<file path="config.mk">
export PLATFORM = sky130hd
export DESIGN_NAME = load_store_unit_flat
export DESIGN_NICKNAME = d
export VERILOG_FILES = /design/src/rtl/load_store_unit_pkg.sv /design/src/rtl/load_store_unit_if.sv /design/src/rtl/load_store_unit_align.sv /design/src/rtl/load_store_unit.sv /design/src/flat_wrapper.sv
export SDC_FILE = /design/constraint.sdc
export NUM_CORES = 1
export LEC_CHECK = 0
export ABC_AREA = 1
export CORE_MARGIN = 1
export CORE_UTILIZATION = 30
export CTS_BUF_LIST = sky130_fd_sc_hd__clkbuf_4
export DETAILED_ROUTE_END_ITERATION = 12
export GPL_TIMING_DRIVEN = 0
export PLACE_DENSITY = 0.57
export SETUP_SLACK_MARGIN = 0.1
export SLEW_MARGIN = 20
export SYNTH_ARGS = -nofsm -noshare
export SYNTH_HDL_FRONTEND = slang
export SYNTH_SLANG_ARGS = --single-unit
</file>
<file path="constraint.sdc">
create_clock -name clk -period 6.52 [get_ports clk]
set_input_delay 1.63 -clock clk [delete_from_list [all_inputs] [get_ports clk]]
set_output_delay 1.63 -clock clk [all_outputs]
set_load 0.005 [all_outputs]
</file>
<file path="src/rtl/load_store_unit_pkg.sv">
// rtl/load_store_unit_pkg.sv - shared types and constants for the load/store unit
package load_store_unit_pkg;

  localparam int LSU_ADDR_W      = 32;
  localparam int LSU_DATA_W      = 32;
  localparam int LSU_LATENCY_MIN = 3;

  typedef enum logic [2:0] {
    MT_X  = 3'd0,
    MT_B  = 3'd1,
    MT_H  = 3'd2,
    MT_W  = 3'd3,
    MT_BU = 3'd5,
    MT_HU = 3'd6
  } mem_mask_t;

  typedef enum logic {
    M_XRD = 1'b0,
    M_XWR = 1'b1
  } mem_fcn_t;

  typedef enum logic [1:0] {
    IDLE,
    REQ,
    WAIT,
    DONE
  } lsu_state_t;

  typedef struct packed {
    logic                  req_ready;
    logic                  resp_valid;
    logic [LSU_DATA_W-1:0] rdata;
  } data_bus_in_t;

  typedef struct packed {
    logic                    req_valid;
    logic [LSU_ADDR_W-1:0]   addr;
    logic                    we;
    logic [LSU_DATA_W/8-1:0] be;
    logic [LSU_DATA_W-1:0]   wdata;
  } data_bus_out_t;

endpackage

</file>
<file path="src/rtl/load_store_unit_if.sv">
// rtl/load_store_unit_if.sv - word-aligned data bus between the load/store unit and memory
interface load_store_unit_if #(
  parameter int ADDR_WIDTH = 32,
  parameter int DATA_WIDTH = 32
);
  logic                    bus_req_valid;
  logic                    bus_req_ready;
  logic [ADDR_WIDTH-1:0]   bus_addr;
  logic                    bus_we;
  logic [DATA_WIDTH/8-1:0] bus_be;
  logic [DATA_WIDTH-1:0]   bus_wdata;
  logic                    bus_resp_valid;
  logic [DATA_WIDTH-1:0]   bus_rdata;

  modport master (
    output bus_req_valid, bus_addr, bus_we, bus_be, bus_wdata,
    input  bus_req_ready, bus_resp_valid, bus_rdata
  );

  modport slave (
    input  bus_req_valid, bus_addr, bus_we, bus_be, bus_wdata,
    output bus_req_ready, bus_resp_valid, bus_rdata
  );
endinterface

</file>
<file path="src/rtl/load_store_unit_align.sv">
// rtl/load_store_unit_align.sv - misalignment check, store lane placement and load extension
module load_store_align
  import load_store_unit_pkg::*;
(
  input  logic [1:0]  st_off,
  input  logic [2:0]  st_typ,
  input  logic        st_we,
  input  logic [31:0] st_data,
  input  logic [1:0]  ld_off,
  input  logic [2:0]  ld_typ,
  input  logic [31:0] ld_rdata,
  output logic        misaligned,
  output logic [3:0]  be,
  output logic [31:0] wdata,
  output logic [31:0] ld_value
);
  logic [7:0]  ld_byte;
  logic [15:0] ld_half;

  // Anything not byte or half (including MT_X) behaves as a full word.
  always_comb begin
    misaligned = 1'b0;
    be         = 4'b1111;
    wdata      = st_data;
    case (st_typ)
      MT_B, MT_BU: begin
        be    = 4'b0001 << st_off;
        wdata = {4{st_data[7:0]}};
      end
      MT_H, MT_HU: begin
        misaligned = st_off[0];
        be         = 4'b0011 << st_off;
        wdata      = {2{st_data[15:0]}};
      end
      default: misaligned = (st_off != 2'b00);
    endcase
    if (!st_we) be = 4'b1111;
  end

  always_comb begin
    ld_byte  = ld_rdata[{ld_off, 3'b000} +: 8];
    ld_half  = ld_off[1] ? ld_rdata[31:16] : ld_rdata[15:0];
    ld_value = ld_rdata;
    case (ld_typ)
      MT_B:    ld_value = {{24{ld_byte[7]}}, ld_byte};
      MT_BU:   ld_value = {24'b0, ld_byte};
      MT_H:    ld_value = {{16{ld_half[15]}}, ld_half};
      MT_HU:   ld_value = {16'b0, ld_half};
      default: ld_value = ld_rdata;
    endcase
  end
endmodule

</file>
<file path="src/rtl/load_store_unit.sv">
// rtl/load_store_unit.sv - memory-stage request to variable-latency bus adapter with pipeline stall
module load_store_unit
  import load_store_unit_pkg::*;
#(
  parameter int ADDR_WIDTH = LSU_ADDR_W,
  parameter int DATA_WIDTH = LSU_DATA_W
) (
  input  logic                  clk,
  input  logic                  reset,
  input  logic                  req_valid,
  input  logic [ADDR_WIDTH-1:0] req_addr,
  input  logic                  req_fcn,
  input  logic [2:0]            req_typ,
  input  logic [DATA_WIDTH-1:0] req_data,
  output logic [DATA_WIDTH-1:0] resp_data,
  output logic                  stall,
  output logic                  misaligned,
  load_store_unit_if.master     bus
);
  lsu_state_t    state, state_nxt;
  data_bus_out_t bus_q;
  data_bus_in_t  bus_in;
  logic [1:0]    lat_off;
  logic [2:0]    lat_typ;
  logic          accept;
  logic          req_mis;
  logic [3:0]    al_be;
  logic [31:0]   al_wdata;
  logic [31:0]   ld_value;

  assign bus_in = '{req_ready: bus.bus_req_ready, resp_valid: bus.bus_resp_valid, rdata: bus.bus_rdata};

  assign bus.bus_req_valid = bus_q.req_valid;
  assign bus.bus_addr      = bus_q.addr;
  assign bus.bus_we        = bus_q.we;
  assign bus.bus_be        = bus_q.be;
  assign bus.bus_wdata     = bus_q.wdata;

  load_store_align u_align (
    .st_off     (req_addr[1:0]),
    .st_typ     (req_typ),
    .st_we      (req_fcn),
    .st_data    (req_data),
    .ld_off     (lat_off),
    .ld_typ     (lat_typ),
    .ld_rdata   (bus_in.rdata),
    .misaligned (req_mis),
    .be         (al_be),
    .wdata      (al_wdata),
    .ld_value   (ld_value)
  );

  assign misaligned = (state == IDLE) && req_valid && req_mis;

  always_ff @(posedge clk or posedge reset) begin
    if (reset) state <= IDLE;
    else       state <= state_nxt;
  end

  // A killed request (req_valid low at the response) skips DONE and drops its result.
  always_comb begin
    state_nxt = state;
    stall     = 1'b0;
    accept    = 1'b0;
    case (state)
      IDLE: if (req_valid && !req_mis) begin
        stall     = 1'b1;
        accept    = 1'b1;
        state_nxt = REQ;
      end
      REQ: begin
        stall = req_valid;
        if (bus_in.req_ready) state_nxt = WAIT;
      end
      WAIT: begin
        stall = req_valid;
        if (bus_in.resp_valid) state_nxt = req_valid ? DONE : IDLE;
      end
      DONE:    state_nxt = IDLE;
      default: state_nxt = IDLE;
    endcase
  end

  always_ff @(posedge clk or posedge reset) begin
    if (reset) begin
      bus_q     <= '0;
      lat_off   <= 2'b00;
      lat_typ   <= 3'b000;
      resp_data <= '0;
    end else begin
      if (accept) begin
        bus_q.req_valid <= 1'b1;
        bus_q.addr      <= {req_addr[ADDR_WIDTH-1:2], 2'b00};
        bus_q.we        <= req_fcn;
        bus_q.be        <= al_be;
        bus_q.wdata     <= al_wdata;
        lat_off         <= req_addr[1:0];
        lat_typ         <= req_typ;
      end else if (state == REQ && bus_in.req_ready) begin
        bus_q.req_valid <= 1'b0;
      end
      if (state == WAIT && bus_in.resp_valid && req_valid && !bus_q.we)
        resp_data <= ld_value;
    end
  end
endmodule

</file>
<file path="src/flat_wrapper.sv">
// flat-port wrapper written by rule: the top's interface ports become plain ports
module load_store_unit_flat import load_store_unit_pkg::*;
#(
  parameter int ADDR_WIDTH = LSU_ADDR_W,
  parameter int DATA_WIDTH = LSU_DATA_W
)
  (clk, reset, req_valid, req_addr, req_fcn, req_typ, req_data, resp_data, stall, misaligned, bus_bus_req_valid, bus_bus_addr, bus_bus_we, bus_bus_be, bus_bus_wdata, bus_bus_req_ready, bus_bus_resp_valid, bus_bus_rdata);
  load_store_unit_if #(.ADDR_WIDTH(ADDR_WIDTH), .DATA_WIDTH(DATA_WIDTH)) bus_i ();
  input  logic clk;
  input  logic reset;
  input  logic req_valid;
  input  logic [ADDR_WIDTH-1:0] req_addr;
  input  logic req_fcn;
  input  logic [2:0] req_typ;
  input  logic [DATA_WIDTH-1:0] req_data;
  output logic [DATA_WIDTH-1:0] resp_data;
  output logic stall;
  output logic misaligned;
  output wire logic [$bits(bus_i.bus_req_valid)-1:0] bus_bus_req_valid;
  output wire logic [$bits(bus_i.bus_addr)-1:0] bus_bus_addr;
  output wire logic [$bits(bus_i.bus_we)-1:0] bus_bus_we;
  output wire logic [$bits(bus_i.bus_be)-1:0] bus_bus_be;
  output wire logic [$bits(bus_i.bus_wdata)-1:0] bus_bus_wdata;
  input wire logic [$bits(bus_i.bus_req_ready)-1:0] bus_bus_req_ready;
  input wire logic [$bits(bus_i.bus_resp_valid)-1:0] bus_bus_resp_valid;
  input wire logic [$bits(bus_i.bus_rdata)-1:0] bus_bus_rdata;
  assign bus_bus_req_valid = bus_i.bus_req_valid;
  assign bus_bus_addr = bus_i.bus_addr;
  assign bus_bus_we = bus_i.bus_we;
  assign bus_bus_be = bus_i.bus_be;
  assign bus_bus_wdata = bus_i.bus_wdata;
  assign bus_i.bus_req_ready = bus_bus_req_ready;
  assign bus_i.bus_resp_valid = bus_bus_resp_valid;
  assign bus_i.bus_rdata = bus_bus_rdata;
  load_store_unit #(.ADDR_WIDTH(ADDR_WIDTH), .DATA_WIDTH(DATA_WIDTH)) u_core (.clk(clk), .reset(reset), .req_valid(req_valid), .req_addr(req_addr), .req_fcn(req_fcn), .req_typ(req_typ), .req_data(req_data), .resp_data(resp_data), .stall(stall), .misaligned(misaligned), .bus(bus_i));
endmodule
</file>
# Yosys cells after proc, flatten, opt, wreduce, memory -nomap -nowiden

Index checks and enable logic that the tools add are counted.

Logic and storage cells: 58
Bits of input ports: 105
Register bits: 107

Mux-type cells: 16
Equality and inequality tests: 14
Reduce and logical (&&, ||, !) cells: 16
Shifts and indexed selects: 3

Operators by type and width:

| operator                                         | count |
|---|---|
| case mux 32 bit (4 select lines)                 | 1 |
| case mux 32 bit (2 select lines)                 | 1 |
| variable part select 32 x 6 -> 8 bit             | 1 |
| two-way mux 16 bit                               | 1 |
| == test 3 bit (second input constant)            | 4 |
| two-way mux 2 bit                                | 4 |
| case mux 2 bit (4 select lines)                  | 1 |
| case mux 4 bit (2 select lines)                  | 1 |
| logical AND 1 bit                                | 7 |
| == test 3 x 1 -> 1 bit (second input constant)   | 2 |
| == test 3 x 2 -> 1 bit (second input constant)   | 2 |
| inequality test 2 bit (second input constant)    | 3 |
| OR reduction 2 bit                               | 3 |
| == test 2 bit (second input constant)            | 2 |
| two-way mux 1 bit                                | 4 |
| two-way mux 4 bit                                | 1 |
| case mux 1 bit (2 select lines)                  | 2 |
| nonzero test 2 bit                               | 2 |
| left shift 1 x 2 -> 4 bit (first input constant) | 1 |
| left shift 2 x 2 -> 4 bit (first input constant) | 1 |
| AND reduction 3 bit                              | 1 |
| == test 2 x 1 -> 1 bit (second input constant)   | 1 |
| logical NOT 1 bit                                | 2 |
| logical NOT 2 bit                                | 1 |

# Logic depth before layout (Yosys ltp)

Gate-level depths: netlist (run 1).

Depth in word-level cells: 8
Depth in mapped cells: 11
Mapped depth without buffers: 9

# By module

A second synthesis (run 1) with hierarchy kept.

Cell total of the unflattened synthesis: 775
Area total of the unflattened synthesis: 6219.7 sq um

By module, submodules not included:

| module           | sequential area each (sq um) | times used | cells each | area an instance (sq um) |
|---|---|---|---|---|
| load_store_unit  | 2677.6                       | 1          | 483        | 4723.3 |
| load_store_align | 0.0                          | 1          | 292        | 1496.4 |

# Worst setup path before layout (run 1)

OpenSTA, ideal clock, no wires.

Path kind: input to output
Start point: input req_typ[0]
End point: output stall
Setup slack: 2129 ps
Stages on the path: 9
Required time: 4890 ps
Arrival time: 2761 ps
Cell sequence: inv_1 > ha_1 > buf_2 > o21ai_2 > nand2_1 > nor2_4 > inv_2 > buf_2 > a21oi_1

Word-level cells in the longest chain between the ends: 7
Elaborated cells on any way between the ends: 11
Those cells by class: 4 x eq/ne; 3 x mux; 4 x reduce/logical

Ends and longest elaborated chain:

| item                                                 | line                        | text |
|---|---|---|
| start: declaration                                   | flat_wrapper.sv:14          | `input logic [2:0] req_typ;` |
| == test 3 x 2 -> 1 bit, or another cell as far along | load_store_unit_align.sv:25 | `case (st_typ)` |
| OR reduction 2 bit                                   | load_store_unit_align.sv:25 |  |
| case mux 1 bit (2 select lines) *                    | load_store_unit_align.sv:25 |  |
| logical NOT 1 bit *                                  | load_store_unit.sv:66       | `IDLE: if (req_valid && !req_mis) begin` |
| logical AND 1 bit *                                  | load_store_unit.sv:66       |  |
| two-way mux 1 bit *                                  | load_store_unit.sv:66       |  |
| case mux 1 bit (2 select lines) *                    | load_store_unit.sv:65       | `case (state)` |
| end: declaration                                     | flat_wrapper.sv:17          | `output logic stall;` |

Mark *: on every way between the ends. The rest lies on a longest branch, timed or not.

# Worst setup path in the final report (run 1)

Same ends and word-level chain as after synthesis.

==> impl_results.md, run 1 <==
- Area growth from synthesis to layout: 44.1%
- Initial antenna violation count: 0
- Worst Skew: 0.0191 ns
- Reg area: 2680 µm²
- DP HPWL: 13400 µm
- Area of the multi-input gates: 2510 µm²
- Synth Cell Area: 5780 µm²
- IO Pins: 209
- Largest net degree at the start of global routing: 58
- Yosys cell types: 26
- WS Path Type: in -> out
- Sequential area share after synthesis: 46.3%
- CTS resizes: 0
- # diodes: 0
- Die Area: 19800 µm²
- Setup-failing EPs final: 0
- Clock Power Share: 11.9%
- CTS tree: built
- Sw power: 0.00121 W
- Grt total ovfl: 0
- Clock Sinks: 107
- Fmax: 0.177 GHz
- Max Slew Vio Count: 0
- Final period util: 86.6%
- Core area: 18800 µm²
- CTS H-Tree Depth: 3
- Vias/cell: 4.46
- Global-route wire length before repair: 28500 µm
- CP max FO: 10
- Final WL: 17700 µm
- Starting Density: 30.8%
- GP Congestion: 0.871
- Leak pwr: 4.33 nW
- RSZ-0062 raised after global routing: no
- Final net count: 1135
- CP Launch Type: input pin
- First drt pass iteration count: 5
- Reg2Reg Capture Point: u_core.resp_data[6]$_DFFE_PP0P_
- Total negative slack: 0 ns
- Drt drc: 0
- Die W: 141 µm
- Synth Instances: 803
- IO buf count: 206
- Hold_buf cts: 0
- Cells on worst reg2reg path: 9
- Comb power frac: 52.1%
- Fin. Hold Viols: 0
- Critical R2R Launch: u_core.state[0]$_DFFE_PP0P_
- Register-to-Register Setup Slack: 4.62 ns
- Via count: 5626
- Row count: 50
- Die H: 141 µm
- Power, Total: 0.00319 W
- Max cap viols: 0
- CP endpoint kind: output pin
- Antenna viol nets, final: 0
- Worst path required time: 4.89 ns
- Reg power frac: 36.0%
- Root Buffer Master: clkbuf_4
- Setup Buffers After CTS: 0
- Worst-Margin Slew: 0.503 ns
- Clock buffer count from CTS: 9
- Count of state elements after synthesis: 107
- Skew-Pair Late Insertion Delay: 0.50 ns
- YS warnings: 0
- Bufs on Longest Clock Path: 2
- Status: completed
- Total GRT Usage: 18.4%
- Hold path start: u_core.bus.bus_be[0]$_DFFE_PP0P_
- Hold Path End: u_core.bus.bus_be[0]$_DFFE_PP0P_
- 1st-iter DRT viols: 248
- CP Data Arrival Time: 4.01 ns
- Slew headroom: 66.3%
- Wire length per cell: 14.1 µm
- Share of cells above drive strength 1: 9.54%
- Number of global-route vias before repair: 5475
- Fin crit period: 5.64 ns
- Clock transition at path regs: 0.17 ns
- Filler instances: 1960
- Mean area per synthesized cell: 7.20 µm²
- Internal: 0.00198 W
- Pwr dens: 383 nW/µm²
- Max IR drop VDD: 0.159 mV
- Sw frac: 38.0%
- Worst Hold Class: reg -> reg
- Hold path depth: 2
-- cells in the mapped netlist --
library cell	number	share of area, %
conb_1	1	0.065
inv_1	89	5.8
a21oi_1	2	0.17
nand3_1	51	4.4
o21ai_2	1	0.15
clkbuf_1	4	0.26
nand3_2	10	1.7
dfrtp_1	107	46
o21ai_1	2	0.17
nor2_1	36	2.3
nor3_2	1	0.17
ha_1	8	1.7
nor2_4	1	0.19
clkinv_1	2	0.13
nand2_4	3	0.58
buf_6	2	0.39
nand2_2	1	0.11
clkbuf_4	1	0.13
o21ai_0	45	3.9
inv_2	4	0.26
or2_2	24	2.6
nor2_2	1	0.11
nand2_1	367	24
buf_4	13	1.7
buf_2	18	1.6
o211ai_1	9	1.2
-- final cells by class --
type,instances,area share (%)
plain buffers,38,2.80
clock buffers,9,0.812
clock inverters,7,1.05
inverters,95,4.34
multi-input cells,564,30.2
flip-flops and latches,107,32.2
well taps,234,3.52
repair buffers,207,25.1
-- state kept, by name (all words and copies together) (netlist names) --
register / count
u_core.lat_typ: 3
u_core.state: 2
u_core.bus.bus_wdata: 32
u_core.bus.bus_we: 1
u_core.bus.bus_req_valid: 1
u_core.lat_off: 2
u_core.bus.bus_addr: 30
u_core.resp_data: 32
u_core.bus.bus_be: 4
-- logic make-up after synthesis --
family / synth area share (%)
buffers and inverters: 10.2
AO/OA/AOI/OAI: 5.57
AND/OR/NAND/NOR: 36.1
adder cells (fa/ha/maj): 1.73
other: 0.0649
flip-flops: 46.3
-- metrics by stage --
step	hold WS, ns	util, %	instance area [µm²]	instances	setup WS (ns)
3_5_place_dp	0.457	43.5	8170	1245	0.869
4_1_cts	0.499	44.4	8320	1261	0.846
5_1_grt	0.523	44.4	8320	1261	0.653
2_1_floorplan	0.465	-	5780	804	2.07
6_report	0.493	44.4	8320	1261	0.877
3_3_place_gp	0.453	43.4	8140	1244	0.122
-- metal layers --
| metal | track usage, % | share of wire (%) |
|---|---|---|
| met4 | 5.61 | 1.5 |
| met3 | 6.01 | 9.5 |
| met5 | 0 | 0 |
| met2 | 28.7 | 45 |
| met1 | 24.2 | 44 |
-- power by group through the flow --
stage	registers, W	logic, W	clock network [W]
global route	0.00119	0.00187	0.000418
global placement	0.00116	0.00166	0
detailed placement	0.00116	0.00168	0
finish	0.00115	0.00166	0.000379
floorplan	0.00117	0.000775	0
CTS	0.00116	0.00168	0.000394
-- how the worst max path moves through the flow --
stage / start / to / slack, ns / cells past startpoint
after floorplan: reset / u_core.bus.bus_addr[10]$_DFFE_PP0P_ / 2.07 / 1
after global placement: reset / u_core.bus.bus_addr[31]$_DFFE_PP0P_ / 0.12 / 2
after detailed placement: req_typ[0] / stall / 0.87 / 11
after CTS: req_typ[0] / stall / 0.85 / 11
after global routing: req_typ[0] / stall / 0.65 / 11
final: req_typ[0] / stall / 0.88 / 11
-- cells in the final DEF, fill, tap and decap left out, drive strengths merged, types with 5 or more instances in the layout --
cell	synthesis	routed
clkbuf	5	14
o211ai	9	9
buf	33	34
nand3	61	61
nand2	371	371
o21ai	48	48
or2	24	24
dfrtp	107	107
clkinv	2	5
inv	93	94
nor2	38	38
clkdlybuf4s50	0	206
ha	8	8
-- worst max-delay path: stages --
cell and delay (ns):
clkdlybuf4s50_1 0.53, inv_1 0.08, ha_1 0.28, buf_2 0.19, o21ai_2 0.10, nand2_1 0.11
nor2_4 0.12, inv_2 0.09, buf_2 0.19, a21oi_1 0.14, clkdlybuf4s50_1 0.55
No activity file was read; power rests on OpenSTA's default activity.
==> run 2: changes to the inputs <==
- SKIP_CTS_REPAIR_TIMING: default -> 1
==> results of run 2 <==
The final DEF is identical to that of run 1; final timing and power are the same.
==> run 3: changes to the inputs <==
- SETUP_SLACK_MARGIN: 0.1 -> 0.2
==> results of run 3 <==
The final DEF is identical to that of run 1; final timing and power are the same.
